`src/rtl/mem_arbiter_pkg.sv`:
```
// Shared stack machine package slice for the external memory arbiter.
// Contents:
//   mem_arb_state_e  arbiter FSM states (IDLE, ACCESS, RDATA)
//   ARB_CORE/ARB_DBG requester indices (core = port 0, debug/loader = port 1)
//   port_onehot()    converts a requester index into a per-port pulse vector
package StackMachine_pkg;

  typedef enum logic [1:0] {
    IDLE   = 2'd0,
    ACCESS = 2'd1,
    RDATA  = 2'd2
  } mem_arb_state_e;

  localparam logic ARB_CORE = 1'b0;
  localparam logic ARB_DBG  = 1'b1;

  function automatic logic [1:0] port_onehot(input logic port);
    return port ? 2'b10 : 2'b01;
  endfunction

endpackage

```
`src/rtl/mem_arbiter_rr_pick2.sv`:
```
// rr_pick2: combinational winner selection for the two-port memory arbiter.
// Ports:
//   req[1:0]  in   pending requests (bit 0 core, bit 1 debug/loader)
//   last      in   requester served by the most recent access
//   winner    out  index of the requester to serve next (only meaningful if |req)
// Build option: MEM_ARB_DEBUG_PRIORITY_EN gives port 1 absolute priority and
// ignores last; otherwise contention alternates between the two ports.
module rr_pick2
  import StackMachine_pkg::*;
(
  input  logic [1:0] req,
  input  logic       last,
  output logic       winner
);

`ifdef MEM_ARB_DEBUG_PRIORITY_EN
  // A loader holding req[1] starves the core on purpose.
  logic unused_last;
  assign unused_last = last;
  assign winner      = req[1] ? ARB_DBG : ARB_CORE;
`else
  always_comb begin
    winner = ARB_CORE;
    if (&req) begin
      winner = ~last;
    end else if (req[1]) begin
      winner = ARB_DBG;
    end
  end
`endif

endmodule

```
`src/rtl/mem_arbiter.sv`:
```
// mem_arbiter: serialises reads and writes from the stack machine core (port 0)
// and the debug/program loader (port 1) onto one 8-bit memory port. One access
// in flight at a time; read data returns to the requester that issued it.
// Ports:
//   clock, reset_n           clock and synchronous active-low reset
//   req, we                  per-port request / write enable
//   addr0/1, wdata0/1        per-port address and write data
//   gnt                      one-cycle pulse when the access is issued
//   rvalid, rdata            one-cycle read-return pulse and shared read data
//   busy                     FSM not idle
//   mem_en, mem_we,
//   mem_addr, mem_wdata      memory strobe, write enable, address, write data
//   mem_rdata                memory read data, valid the cycle after a read strobe
// Build option: MEM_ARB_DEBUG_PRIORITY_EN (port 1 absolute priority, see rr_pick2).
//
// state  | meaning
// IDLE   | sample req, latch the winner's transaction
// ACCESS | drive memory strobe, pulse gnt[owner]
// RDATA  | capture mem_rdata; rvalid[owner] pulses in the following IDLE cycle
module mem_arbiter
  import StackMachine_pkg::*;
#(
  parameter int AW = 8,
  parameter int DW = 8
) (
  input  logic          clock,
  input  logic          reset_n,
  input  logic [1:0]    req,
  input  logic [1:0]    we,
  input  logic [AW-1:0] addr0,
  input  logic [AW-1:0] addr1,
  input  logic [DW-1:0] wdata0,
  input  logic [DW-1:0] wdata1,
  output logic [1:0]    gnt,
  output logic [1:0]    rvalid,
  output logic [DW-1:0] rdata,
  output logic          busy,
  output logic          mem_en,
  output logic          mem_we,
  output logic [AW-1:0] mem_addr,
  output logic [DW-1:0] mem_wdata,
  input  logic [DW-1:0] mem_rdata
);

  mem_arb_state_e state;
  logic           owner;
  logic           last;
  logic           winner;
  logic           lat_we;
  logic [AW-1:0]  lat_addr;
  logic [DW-1:0]  lat_wdata;
  logic [1:0]     rvalid_q;
  logic [DW-1:0]  rdata_q;

  rr_pick2 u_pick (
    .req    (req),
    .last   (last),
    .winner (winner)
  );

  always_ff @(posedge clock) begin
    if (!reset_n) begin
      state     <= IDLE;
      owner     <= ARB_CORE;
      last      <= ARB_DBG;
      lat_we    <= 1'b0;
      lat_addr  <= '0;
      lat_wdata <= '0;
      rvalid_q  <= 2'b00;
      rdata_q   <= '0;
    end else begin
      rvalid_q <= 2'b00;
      case (state)
        IDLE: begin
          if (|req) begin
            owner     <= winner;
            lat_we    <= we[winner];
            lat_addr  <= (winner == ARB_DBG) ? addr1 : addr0;
            lat_wdata <= (winner == ARB_DBG) ? wdata1 : wdata0;
            state     <= ACCESS;
          end
        end
        ACCESS: begin
          last  <= owner;
          state <= lat_we ? IDLE : RDATA;
        end
        RDATA: begin
          rdata_q  <= mem_rdata;
          rvalid_q <= port_onehot(owner);
          state    <= IDLE;
        end
        default: state <= IDLE;
      endcase
    end
  end

  // Memory-side outputs are held at zero outside ACCESS so the bus is quiet
  // between transactions.
  assign mem_en    = (state == ACCESS);
  assign mem_we    = mem_en & lat_we;
  assign mem_addr  = mem_en ? lat_addr : '0;
  assign mem_wdata = mem_en ? lat_wdata : '0;

  assign gnt    = mem_en ? port_onehot(owner) : 2'b00;
  assign busy   = (state != IDLE);
  assign rvalid = rvalid_q;
  assign rdata  = rdata_q;

endmodule
```
`config.mk`:
```
export PLATFORM = sky130hd
export DESIGN_NAME = mem_arbiter
export DESIGN_NICKNAME = d
export VERILOG_FILES = /design/src/rtl/mem_arbiter_pkg.sv /design/src/rtl/mem_arbiter_rr_pick2.sv /design/src/rtl/mem_arbiter.sv
export SDC_FILE = /design/constraint.sdc
export NUM_CORES = 1
export LEC_CHECK = 0
export BUFFER_PORTS_ARGS = -buffer_cell sky130_fd_sc_hd__clkbuf_2
export CAP_MARGIN = 20
export CORE_ASPECT_RATIO = 0.75
export CORE_MARGIN = 2
export CORE_UTILIZATION = 45
export DETAILED_ROUTE_END_ITERATION = 6
export HOLD_SLACK_MARGIN = 0.12
export PLACE_DENSITY_LB_ADDON = 0.05
export SKIP_CTS_REPAIR_TIMING = 1
export SLEW_MARGIN = 25
export SYNTH_ARGS = -nofsm -noshare
export SYNTH_HDL_FRONTEND = slang
export SYNTH_HIERARCHICAL = 1
export SYNTH_SLANG_ARGS = --single-unit
export TNS_END_PERCENT = 5
```
`constraint.sdc`:
```
create_clock -name clock -period 1.5 [get_ports clock]
set_input_delay 0.075 -clock clock [delete_from_list [all_inputs] [get_ports clock]]
set_output_delay 0.075 -clock clock [all_outputs]
set_load 0.02 [all_outputs]
```
==> metrics.md <==
| Metric | Value |
|---|---|
| Status | `completed` |
| Switching Power | `0.000622 W` |
| Vias in the first global route | `1,228` |
| Worst-skew pair later-pin latency | `280 ps` |
| Initial core utilization | `46.3%` |
| Reg2reg end | `lat_addr[5]` |
| Actual slew at the worst max-slew pin | `615 ps` |
| Final Cell Area | `0.00210 mm2` |
| Placer Congestion | `0.776` |
| Area of the mapped netlist | `0.00150 mm2` |
| Seq cells post-synth | `31` |
| Pin count of the biggest net entering global routing | `20` |
| First-pass GRT wire length | `5460 um` |
| Min-Delay Path Class | `input port to register` |
| Detailed-route DRC error count | `0` |
| Syn nets | `202` |
| Synthesized area per cell | `9.62 um2` |
| Worst Path Arrival | `1310 ps` |
| Top_reg_cell synth | `dfxtp_1` |
| DP Area | `0.00189 mm2` |
| Num rows | `18` |
| DP HPWL | `2600 um` |
| Die W | `70.7 um` |
| Final core occ | `64.7%` |
| Seq/Total Area, Yosys | `41.3%` |
| Core Region | `0.00324 mm2` |
| Gr busiest metal | `met2` |
| Final Max Tran Viols | `0` |
| Pwr Density | `1080 mW/mm2` |
| Total clock buffers created by CTS | `5` |
| Synth warn | `6` |
| Global route overflow | `0` |
| RSZ-0062 raised after global routing | `false` |
| Sw Ratio | `27.3%` |
| Die area | `0.00382 mm2` |
| Synthesized instance count | `156` |
| Met1 GRT Util | `22.9%` |
| R2R cell count | `4` |
| Critical path type | `register to output pin` |
| Synth-to-layout area growth | `39.7%` |
| GR Layer Usage met3 | `8.43%` |
| IO buf count | `76` |
| Routed Wire Length | `3610 um` |
| Fillers | `279` |
| Post-synth ARST share | `0%` |
| CP Data Required Time | `1420 ps` |
| Commonest non-fill, non-tap cells in the layout | `clkbuf_2, dfxtp_1, a21oi_1` |
| Root buffer cell | `clkbuf_8` |
| Reg power frac | `41.1%` |
| EDFF count, synth | `0` |
| Clock Sinks | `31` |
| Via count | `1,402` |
| Crit path max fanout | `19` |
| Logic pwr share | `21.9%` |
| Max clock buf depth | `2` |
| VDD IR max | `655 uV` |
| Met2 Usage GRT | `29.4%` |
| 1st-pass router iterations | `4` |
| TritonCTS clock tree | `done` |
| Leak Pwr | `0.973 nW` |
| Initial antenna violation count | `0` |
| Final clock skew | `5.37 ps` |
| Power Internal | `0.00165 W` |
| Slew margin rel. | `59.0%` |
| Period utilisation layout | `92.6%` |
| Antenna Cells | `0` |
| Share of layout cells above drive strength 1 | `43.6%` |
| Crit. End Element | `output pin` |
| WHS Endpoint | `lat_wdata[0]` |
| Max Cap Violations | `0` |
| Clock power frac | `37.0%` |
| Final Hold Vio Count | `0` |
| # IOs | `77` |
| Post-route ant nets | `0` |
| Nets | `286` |
| Hold Crit Depth | `3` |
| DRT iter0 DRCs | `70` |
| Worst-path clk slew | `60 ps` |
| Hold path start | `wdata0[0]` |
| R2r setup slk | `240 ps` |
| Commonest non-fill, non-tap cell in the layout | `clkbuf_2` |
| R2r startpoint | `state[1]` |
| Setup TNS | `0 ps` |
| Setup-failing EPs final | `0` |
| Die H | `54.0 um` |
| # H-tree levels | `2` |
| DR vias/cell | `4.99` |
| DR WL/cell | `12.8 um` |
| Distinct cells, synth | `29` |
| All-layer global routing usage | `18.8%` |
| Achievable Freq | `0.720 GHz` |
| Crit start category | `register` |
| Minimum clock period | `1390 ps` |
-- layout make-up --
type                            instances  area [um2]  area share [%]
Clock inverter                          2        35.0            1.67
Timing Repair Buffer                   89         513            24.4
Clock buffer                            6        82.6            3.94
Tap cell                               40        50.0            2.39
Inverter                                3        18.8           0.894
Multi-Input combinational cell        110         778            37.1
Sequential cell                        31         621            29.6
-- worst max path at each step --
stage | slack [ps] | endpoint | start | cells after the start
2_1_floorplan | 290 | lat_addr[0] | last | 5
4_1_cts | 10 | gnt[1] | state[0] | 4
5_1_grt | 50 | gnt[1] | state[0] | 4
3_5_place_dp | 240 | lat_addr[5] | last | 4
3_3_place_gp | 300 | lat_wdata[1] | state[0] | 4
6_report | 110 | gnt[1] | state[0] | 4
-- critical path, stage by stage, from the launching register on --
cell      delay (ps)
dfxtp_1          440
nand2b_4         100
inv_4            160
and2_4           170
clkbuf_2         160
-- synth_stat cells (2+ instances only) --
cell,instances,share of area [%]
dfxtp_1,31,41
a21oi_1,26,8.7
and2_1,17,7.1
mux2i_1,17,11
nand2_1,16,4.0
a211oi_2,10,8.3
a211oi_1,7,3.5
buf_2,5,1.7
clkbuf_1,3,0.75
nor3_1,3,1.0
buf_6,2,1.5
nor2_1,2,0.50
-- kinds of logic (layout without fill, tap and decap cells) --
family / Yosys count / in the layout / share of synthesized area [%]
AO/OA/AOI/OAI: 46 / 46 / 22.2
flip-flops: 31 / 31 / 41.3
buffers and inverters: 15 / 100 / 6.83
AND/OR/NAND/NOR: 47 / 47 / 18.3
multiplexers: 17 / 17 / 11.3
-- sequential cells by signal, indices dropped and copies added (netlist names) --
register,cells
last,1
lat_addr,8
lat_wdata,8
lat_we,1
owner,1
rdata,8
rvalid,2
state,2
-- power by group through the flow --
stage	sequential, W	combinational [W]	clock (W)
2_1_floorplan	0.000955	0.000341	0
3_3_place_gp	0.000951	0.000466	0
3_5_place_dp	0.000953	0.000483	0
4_1_cts	0.000935	0.000484	0.000866
5_1_grt	0.000944	0.000549	0.000903
6_report	0.000935	0.000499	0.000842
-- layer usage --
layer / vias up / share of wire (%)
li1: 715 / -
met5: - / 0
met3: 4 / 7.4
met2: 50 / 47
met1: 633 / 45
met4: 0 / 0.86
-- metrics by stage --
stage / setup WS, ps / power, W / cells / hold WS, ps
floorplan: 293 / 0.00130 / 156 / 211
global placement: 301 / 0.00142 / 264 / 299
detailed placement: 240 / 0.00144 / 264 / 312
CTS: 13.2 / 0.00229 / 272 / 7.91
global route: 54.3 / 0.00240 / 281 / 127
finish: 112 / 0.00228 / 281 / 115
Note: power is estimated with default switching activity, not from simulation.
